`config.mk`:
```
export PLATFORM = sky130hd
export DESIGN_NAME = perf_counter_unit
export DESIGN_NICKNAME = d
export VERILOG_FILES = /design/src/rtl/perf_pkg.sv /design/src/rtl/perf_evt_counter.sv /design/src/rtl/perf_counter_unit.sv
export SDC_FILE = /design/constraint.sdc
export NUM_CORES = 1
export LEC_CHECK = 0
export ABC_AREA = 1
export ABC_CLOCK_PERIOD_IN_PS = 3400
export CAP_MARGIN = 20
export CELL_PAD_IN_SITES_DETAIL_PLACEMENT = 0
export CELL_PAD_IN_SITES_GLOBAL_PLACEMENT = 1
export CORE_MARGIN = 10
export CORE_UTILIZATION = 44
export CTS_CLUSTER_DIAMETER = 50
export DETAILED_ROUTE_END_ITERATION = 12
export PLACE_DENSITY = 0.82
export SLEW_MARGIN = 20
export SYNTH_ARGS = -nofsm -noshare
export SYNTH_HDL_FRONTEND = slang
export SYNTH_SLANG_ARGS = --single-unit
```
`constraint.sdc`:
```
create_clock -name clk_i -period 3.4 [get_ports clk_i]
set_input_delay 0.51 -clock clk_i [delete_from_list [all_inputs] [get_ports clk_i]]
set_output_delay 0.51 -clock clk_i [all_outputs]
set_load 0.02 [all_outputs]
```
`src/rtl/perf_pkg.sv`:
```
// perf_pkg: FSM state type and default sizes shared by the performance counter unit
package perf_pkg;
  typedef enum logic [1:0] {IDLE, RUN, DONE} state_t;
  localparam int NUM_EVT_DEF = 4;
  localparam int CNT_W_DEF = 32;
endpackage

```
`src/rtl/perf_evt_counter.sv`:
```
// perf_evt_counter: one event counter with enable, sync clear (rst_i active-low wins) and sticky overflow; wraps, or saturates when PERF_CNT_SAT_EN is defined
module perf_evt_counter
  import perf_pkg::*;
#(
  parameter int W = CNT_W_DEF
) (
  input  logic         clk_i,
  input  logic         rst_i,
  input  logic         clr_i,
  input  logic         en_i,
  output logic [W-1:0] cnt_o,
  output logic         ovf_o
);
  logic [W-1:0] cnt_nxt;
`ifdef PERF_CNT_SAT_EN
  assign cnt_nxt = &cnt_o ? cnt_o : cnt_o + 1'b1;
`else
  assign cnt_nxt = cnt_o + 1'b1;
`endif
  always_ff @(posedge clk_i) begin
    if (!rst_i || clr_i) begin
      cnt_o <= '0;
      ovf_o <= 1'b0;
    end else if (en_i) begin
      cnt_o <= cnt_nxt;
      ovf_o <= ovf_o | (&cnt_o);
    end
  end
endmodule

```
`src/rtl/perf_counter_unit.sv`:
```
// perf_counter_unit: IDLE/RUN/DONE measurement run with cycle counter, NUM_EVT event counters, registered readback (clk_i, rst_i active-low sync, start_i, clr_i, evt_i, limit_i, rd_sel_i -> rd_data_o, cycle_o, running_o, done_o, ovf_o); PERF_CNT_SAT_EN selects saturating event counters
module perf_counter_unit
  import perf_pkg::*;
#(
  parameter int NUM_EVT = NUM_EVT_DEF,
  parameter int CNT_W = CNT_W_DEF,
  parameter int SEL_W = 2
) (
  input  logic               clk_i,
  input  logic               rst_i,
  input  logic               start_i,
  input  logic               clr_i,
  input  logic [NUM_EVT-1:0] evt_i,
  input  logic [CNT_W-1:0]   limit_i,
  input  logic [SEL_W-1:0]   rd_sel_i,
  output logic [CNT_W-1:0]   rd_data_o,
  output logic [CNT_W-1:0]   cycle_o,
  output logic               running_o,
  output logic               done_o,
  output logic [NUM_EVT-1:0] ovf_o
);
  state_t state, state_nxt;
  logic [CNT_W-1:0] cyc, cyc_inc;
  logic [CNT_W-1:0] cnt [NUM_EVT];
  logic [CNT_W-1:0] pad [2**SEL_W];
  assign cyc_inc = cyc + 1'b1;
  always_comb begin
    state_nxt = state;
    state_nxt = state == IDLE ? (start_i ? RUN : IDLE) :
                state == RUN ? ((limit_i != '0 && cyc_inc == limit_i) ? DONE : RUN) : DONE;
  end
  always_ff @(posedge clk_i) begin
    if (!rst_i) begin
      state     <= IDLE;
      cyc       <= '0;
      rd_data_o <= '0;
    end else begin
      rd_data_o <= pad[rd_sel_i];
      if (clr_i) begin
        state <= IDLE;
        cyc   <= '0;
      end else begin
        state <= state_nxt;
        if (state == RUN) cyc <= cyc_inc;
      end
    end
  end
  assign cycle_o   = cyc;
  assign running_o = state == RUN;
  assign done_o    = state == DONE;
  for (genvar k = 0; k < NUM_EVT; k++) begin : g_ch
    perf_evt_counter #(.W(CNT_W)) u_cnt (
      .clk_i (clk_i),
      .rst_i (rst_i),
      .clr_i (clr_i),
      .en_i  (state == RUN && evt_i[k]),
      .cnt_o (cnt[k]),
      .ovf_o (ovf_o[k])
    );
  end
  for (genvar k = 0; k < 2**SEL_W; k++) begin : g_pad
    if (k < NUM_EVT) begin : g_on
      assign pad[k] = cnt[k];
    end else begin : g_off
      assign pad[k] = '0;
    end
  end
endmodule

```
Word level (Yosys, flattened, before mapping)
Index checks and enable logic that the tools add are counted.

Magnitude comparators: 1. Reductions and logical operators: 14. Equality and inequality tests: 3. Muxes and demuxes: 7. Bitwise gates (word level): 6. $add $sub $neg: 5.

Operators with widths (count): adder 32 x 1 -> 32 bit, second input constant (5); AND reduction 32 bit (4); binary-select mux 32 bit (select 2 bit) (1); two-way mux 32 bit (2); equality test 32 bit (1); nonzero test 32 bit (1); two-way mux 2 bit (3); logical AND 1 bit (5); bitwise OR 1 bit (4); greater-or-equal comparator 3 bit, second input constant (1); NOT 2 -> 3 bit (1); equality test 2 x 1 -> 1 bit, second input constant (1); equality test 2 bit, second input constant (1); zero test 2 bit (1); OR reduction 2 bit (1); zero test 1 bit (1); logical OR 1 bit (1); two-way mux 1 bit (1); NOT 1 bit (1).

Flip-flop bits (word level): 198. Logic and storage cells: 47.

Longest topological paths before layout
Gate-level depths: netlist (run 1).

Depth in word-level cells: 6. Mapped depth: 17. Gate-level depth less buffers: 17.

By module
Synthesis (run 1) repeated with hierarchy kept, for this count alone.

Cells, all modules: 1938. Area total of the unflattened synthesis: 12004.0 um^2.

Modules (own cells, without submodules): perf_evt_counter (cells each 278, times used 4, area each 1819.2 um^2); perf_counter_unit (cells each 826, times used 1, area each 4727.0 um^2).

Worst setup path after synthesis (run 1)
No wires, ideal clock.

Path kind: reg-to-reg. From: register cyc[0], in the netlist cycle_o[0]. To: register state[0]. Arrival: 2.011 ns. Cell stages (with the launch flop): 17. Path buffers: 0. Required time: 3.268 ns. Path slack: 1.256 ns. Cells stage by stage: dfxtp_1 > ha_1 > nand2_1 > nor2_2 > nand2_1 > nor2_1 > nand2_1 > nand2_1 > nand2_1 > nand2_1 > nand2_1 > nor2_1 > nand2_1 > nor2_1 > nand3_1 > nand2_1 > a21oi_1.

Cells in the longest elaborated chain, start to end: 6.

RTL lines: start: declaration (RTL line perf_counter_unit.sv:23) `logic [CNT_W-1:0] cyc, cyc_inc;`; start signal: assignment (RTL line perf_counter_unit.sv:44) `if (state == RUN) cyc <= cyc_inc;`; adder 32 x 1 -> 32 bit (RTL line perf_counter_unit.sv:26) `assign cyc_inc = cyc + 1'b1;`; equality test 32 bit (RTL line perf_counter_unit.sv:30) `state == RUN ? ((limit_i != '0 && cyc_inc == limit_i) ? DONE : RUN) : DONE;`; logical AND 1 bit (RTL line perf_counter_unit.sv:30); two-way mux 2 bit (2 in a row) (RTL line perf_counter_unit.sv:30); two-way mux 2 bit (RTL line perf_counter_unit.sv:29) `state_nxt = state == IDLE ? (start_i ? RUN : IDLE) :`; end signal: assignment (RTL line perf_counter_unit.sv:43) `state <= state_nxt;`; end: declaration (RTL line perf_counter_unit.sv:22) `state_t state, state_nxt;`.

No other way between the ends. A chain may end at the register's enable or synchronous reset.

Worst setup path after layout (run 1)
From: register state[0]. To: output port running_o.

Cells in the longest elaborated chain, start to end: 1.

RTL lines: equality test 2 x 1 -> 1 bit (RTL line perf_counter_unit.sv:49) `assign running_o = state == RUN;`; end: declaration (RTL line perf_counter_unit.sv:18) `output logic running_o,`.

No other way between the ends.

==> metrics, run 1 <==
# clock sinks=198; Hold-fix buffers, CTS=0; register area share after synthesis=36.33%; Reg clk slew, reported paths=0.08 ns; area leader, netlist=dfxtp_1; clock root buffer=clkbuf_16; Slowest Stage Delay on Critical Path=0.62 ns; max-slew violation count=0; VDD IR-drop max=0.3700 mV; Post-CTS Repair Setup Buffers=0; critical path type=flip-flop to output port; Syn Inst Count=1633; Post-Synthesis Net Count=1680; Max Clk Rate=0.3644 GHz; TritonCTS Buffers=17; # DRC=0; antenna violations before repair=1; Final min period=2.744 ns; number of synthesized flops with an enable pin=0; share of the synthesized area in the top cell type=36.33%; initial drt markers=815; cells taking the most area after synthesis=dfxtp_1, nand2_1, nor2_1; WL final=32560 um; placed inst area=12300 sq um; Post-Place Setup Slack=0.6885 ns; most common cell after layout, fill and taps aside=nand2_1; FILL cells=2501; utilization after layout=52.96%; GRT overflow=0; vias in the first global route=9785; area delta synth->final=18.42%; drt first pass iters=5; clk buf depth=2; Worst Hold Class=flip-flop to flip-flop; pwr dens=383.0 nW/um^2; RSZ-0062 raised after global routing=false; Synth Register Bits=198; worst path cell trace=inv_2, nor2_8, buf_4, clkdlybuf4s50_1; Clock Latency Late Sink=0.44 ns; crit-path max FO=27; count of cell types in the netlist=47; gr usage total=20.55%; # nets final=1768; M1 WL=16630 um; die width=177.5 um; total number of vias=10530; CORE AREA=24390 sq um; Syn Area/Cell=6.680 sq um; die area=31490 sq um; setup TNS=0 ns; CP Launch Type=flip-flop; Max-Cap Viols=0; layout cells sized above 1=5.882%; vias per cell=5.112; DR WL met3=1749 um; WP data required=2.89 ns; CTS tree=yes; # IOs=112; design area=12920 sq um; WL met2=13820 um; R2R setup slack=0.82 ns; post-route ant nets=0; largest net degree at the start of global routing=79; post-route setup slack=0.6559 ns; first-pass GRT wire length=51980 um; Initial Utilization=44.73%; slowest CP cell=clkdlybuf4s50_1; crit path DAT=2.23 ns; H-Tree Depth=4; CTS resizes=0; Tcrit/Tclk final=80.71%; outcome=complete, no violations; top sig layer=met4; dominant synthesized flop cell=dfxtp_1; Pleak=4.618 nW; Fin Clk Skew=0.01287 ns; measured slew at the worst slew-check pin=0.7776 ns; final setup vio count=0; final hold vios=0; Die Y=177.5 um; Warnings, synthesis=0; commonest cells after routing, fill and taps aside=nand2_1, nor2_1, inv_1, dfxtp_1, a21oi_1; ys async rst share=0%; Final Wtd Congestion=0.8913; WL/cell=15.81 um; relative slew slack=48.16%; DPL Wire Length=24630 um; num rows=57; synthesized cell area=10910 sq um; port bufs=111; Crit. End Element=output port
## report_power, final
part / switching (mW) / internal (mW)
Combinational: 0.261 / 0.173
Clock: 1.02 / 1.12
Sequential: 0.0244 / 2.35
## path summary, 6_finish.rpt
kind / cells after the start / to / start
setup / recovery: 4 / running_o / state[0]
hold / removal: 2 / g_ch[0].u_cnt.ovf_o / g_ch[0].u_cnt.ovf_o
setup reg to reg: 17 / state[1] / cycle_o[0]
hold reg to reg: 2 / g_ch[0].u_cnt.ovf_o / g_ch[0].u_cnt.ovf_o
## worst max-delay path, delay by kind of cell (launching register included)
| family | cells | cell delay (ns) |
|---|---|---|
| buf+inv | 3 | 0.98 |
| flops | 1 | 0.40 |
| simple gates | 1 | 0.40 |
## Yosys cell counts, types with 2 or more instances
library cell  number
nand2_2            3
nor3_1            53
nor2_4             6
nand2_1          311
a221oi_1           2
o21ai_1            3
clkbuf_1          45
nor3_2             6
a21oi_1          159
nor3_4             2
inv_2              4
inv_1            213
o211ai_1          20
nor3b_1            6
o21ai_0          120
buf_4              4
nand3b_1           7
xnor3_1            5
or2_2              2
nor4_2             5
buf_1              3
nand2_4            4
nor3b_2            2
nor2_1           220
and2_1             3
and3_1             3
o21bai_1           3
nand4_1           23
xnor2_1            5
nor4_1             8
nand4_2            2
ha_1               5
dfxtp_1          198
nand3_1           94
xor2_1            46
o21a_1            13
nor2_2            15
## registers in the layout, summed over array words and instances (netlist names)
register	cells
g_ch.u_cnt.cnt_o	128
rd_data_o	32
g_ch.u_cnt.ovf_o	4
state	2
cycle_o	32
## cells by family (layout without fill, tap and decap cells)
kind of cell | after synthesis | in the layout | synth area share (%)
buffers and inverters | 269 | 370 | 9.393
AND/OR/NAND/NOR | 778 | 778 | 32.45
AO/OA/AOI/OAI | 327 | 327 | 16.13
flip-flops | 198 | 198 | 36.33
XOR/XNOR | 56 | 56 | 5.127
adder cells (fa/ha/maj) | 5 | 5 | 0.5735
other | 0 | 1 | 0
## stage by stage
| stage | power (mW) | hold slack (ns) | std cells |
|---|---|---|---|
| global route | 5.113 | 0.5092 | 2059 |
| global placement | 2.859 | 0.4496 | 2026 |
| finish | 4.948 | 0.4768 | 2059 |
| detailed placement | 2.861 | 0.4560 | 2026 |
| CTS | 4.995 | 0.4791 | 2058 |
| floorplan | 2.658 | 0.4383 | 1633 |
## layout make-up
| cell class | instances | area [sq um] | area share, % |
|---|---|---|---|
| Timing Repair Buffer | 121 | 1189 | 9.201 |
| Sequential cell | 198 | 3964 | 30.68 |
| Antenna cell | 1 | 2.502 | 0.01937 |
| Multi-Input combinational cell | 1166 | 5928 | 45.89 |
| Clock inverter | 15 | 188.9 | 1.462 |
| Clock buffer | 17 | 425.4 | 3.293 |
| Inverter | 217 | 815.8 | 6.315 |
| Tap cell | 324 | 405.4 | 3.138 |
## metal layers
| layer | vias up | track usage (%) |
|---|---|---|
| li1 | 5498 | - |
| met4 | 0 | 3.890 |
| met1 | 4773 | 30.67 |
| met2 | 239 | 30.86 |
| met3 | 16 | 2.784 |
| met5 | - | 0 |
Note: power is estimated with default switching activity, not from simulation.
==> inputs of run 2 (changes only) <==
ABC_CLOCK_PERIOD_IN_PS = 2300   (was 3400)
CORE_UTILIZATION = 37   (was 44)
PLACE_DENSITY = 0.73   (was 0.82)
clock period = 2.3 ns   (was 3.4 ns; I/O delays follow)
==> run 2 against run 1 <==
Net effect: design area increased by 8.7%; setup slack got worse by 0.53 ns; count of clock-buffer cells in the layout stayed put; worst hold slack worse by 0.0023 ns; register-to-register slack worse by 0.68 ns; first-iteration DRC count down 13%; sequential cell count unchanged; sequential power up 48%; via count increased by 3.8%; combinational power is 63% higher; critical path type unchanged; highest routed layer unchanged.
==> metrics, run 2 (synthesis gave the netlist of run 1 again) <==
crit path DAT=1.83 ns (-0.40 ns); slowest CP cell=clkdlybuf4s50_1; port bufs=111 (unchanged); hold_ws=0.4745 ns (-0.002308 ns); clk buf depth=2 (unchanged); antenna violations before repair=0 (-1); die area=36750 sq um (+17%); VDD IR-drop max=0.5650 mV (+53%); DPL Wire Length=26720 um (+8.5%); die width=191.7 um (+8.0%); Reg with most FFs=g_ch.u_cnt.cnt_o; worst path cell trace=inv_1, nor2_1, clkdlybuf4s50_1; Fin Clk Skew=0.01655 ns (+0.003689 ns); num rows=62 (+8.8%); H-Tree Depth=4 (unchanged); first-pass GRT wire length=55410 um (+6.6%); Clock Latency Late Sink=0.44 ns (about the same); outcome=complete, no violations; Die Y=191.7 um (+8.0%); Power, Total=7.298 mW (+47%); crit-path max FO=3 (-89%); Hold-fix buffers, CTS=0 (unchanged); R2R cell count=16 (-1); initial drt markers=710 (-13%); drt first pass iters=5 (unchanged); Worst Hold Class=flip-flop to flip-flop; largest net degree at the start of global routing=69 (-13%); measured slew at the worst slew-check pin=0.6102 ns (-0.1674 ns); WHS Path Cells=2 (unchanged); Reg clk slew, reported paths=0.08 ns (about the same); total number of vias=10920 (+3.8%); critical path type=flip-flop to output port; Tcrit/Tclk final=94.61%; # nets final=1877 (+6.2%); design area=14050 sq um (+8.7%); # clock sinks=198 (unchanged); vias in the first global route=10240 (+4.6%); setup TNS=0 ns (unchanged); final hold vios=0 (unchanged); Max Clk Rate=0.4596 GHz; WL/cell=15.70 um (-0.74%); CORE AREA=28940 sq um (+19%); final setup vio count=0 (unchanged); placed inst area=13190 sq um (+7.2%); relative slew slack=59.27% (+11 points); Crit. End Element=output port; area delta synth->final=28.76%; # DRC=0 (unchanged); WL final=34950 um (+7.3%); WP data required=1.96 ns (-0.93 ns); Final min period=2.176 ns; # IOs=112 (unchanged); Pleak=5.203 nW (+13%); Final Wtd Congestion=0.8811 (-1.1%); layout cells sized above 1=13.79% (+7.9 points); max-slew violation count=0 (unchanged); CTS tree=yes; ANT cells=0 (-1); Max-Cap Viols=0 (unchanged); GRT overflow=0 (unchanged); Slowest Stage Delay on Critical Path=0.66 ns (+0.04 ns); clock root buffer=clkbuf_16; most common cell after layout, fill and taps aside=nand2_1; commonest cells after routing, fill and taps aside=nand2_1, inv_1, nor2_1, dfxtp_1, a21oi_1; vias per cell=4.907 (-4.0%); gr usage total=18.84% (-1.7 points); max reg flops=128 (unchanged); Initial Utilization=37.70% (-7.0 points); post-route ant nets=0 (unchanged); TritonCTS Buffers=17 (unchanged); pwr dens=519.5 nW/um^2 (+36%); CP Launch Type=flip-flop
[run 2: cell count changes in the layout (fill, tap and decap cells not counted), moves of 8 or more]
cell	delta
nor2_1	-21
nand2_1	-8
nor2_2	+13
dfxtp_1	-8
nor2_4	+8
buf_4	+99
[run 2: what timing repair did]
action,in CTS,in global routing
gates resized for setup,5,59
setup buffers,1,5
setup endpoints to repair,3,34
pin swaps,1,20
[run 2: where the power goes]
part / switching (mW) / internal [mW]
Sequential: 0.0339 / 3.47
Combinational: 0.414 / 0.295
Clock: 1.54 / 1.55
[run 2: layout make-up]
type,instances,area [sq um]
flip-flops and latches,198,3976
fillers,2963,14890
clock inverters,14,161.4
multi-input cells,1166,6101
clock buffers,17,425.4
inverters,217,815.8
well taps,384,480.5
repair buffers,230,2087
[run 2: worst paths after layout]
check,start,to,slack [ns]
worst max register to register,cycle_o[1],state[1],0.14
worst min-delay path,g_ch[3].u_cnt.ovf_o,g_ch[3].u_cnt.ovf_o,0.47
worst max-delay path,state[1],done_o,0.12
worst min register to register,g_ch[3].u_cnt.ovf_o,g_ch[3].u_cnt.ovf_o,0.47
[run 2: per-layer routing]
metal / routed length, um / share of wire (%) / track usage, %
met4: 311 / 0.89 / 4.147
met3: 1506 / 4.3 / 2.376
met1: 17800 / 51 / 27.55
met5: 0 / 0 / 0
met2: 15330 / 44 / 28.75
[run 2: critical path: cells and delay by family, from the launching register on]
| kind | cells | cell delay (ns) |
|---|---|---|
| buffers and inverters | 2 | 0.76 |
| DFF | 1 | 0.46 |
| and+or+nand+nor | 1 | 0.18 |
[run 2: stage by stage]
stage                     setup WS (ns)  instances  utilization [%]
after floorplan                  0.1563       1633                -
after global placement         -0.05559       2189            45.58
after detailed placement        -0.1253       2189            45.58
after CTS                       0.02389       2221            47.67
after global routing           -0.01850       2226            48.55
final                            0.1240       2226            48.55
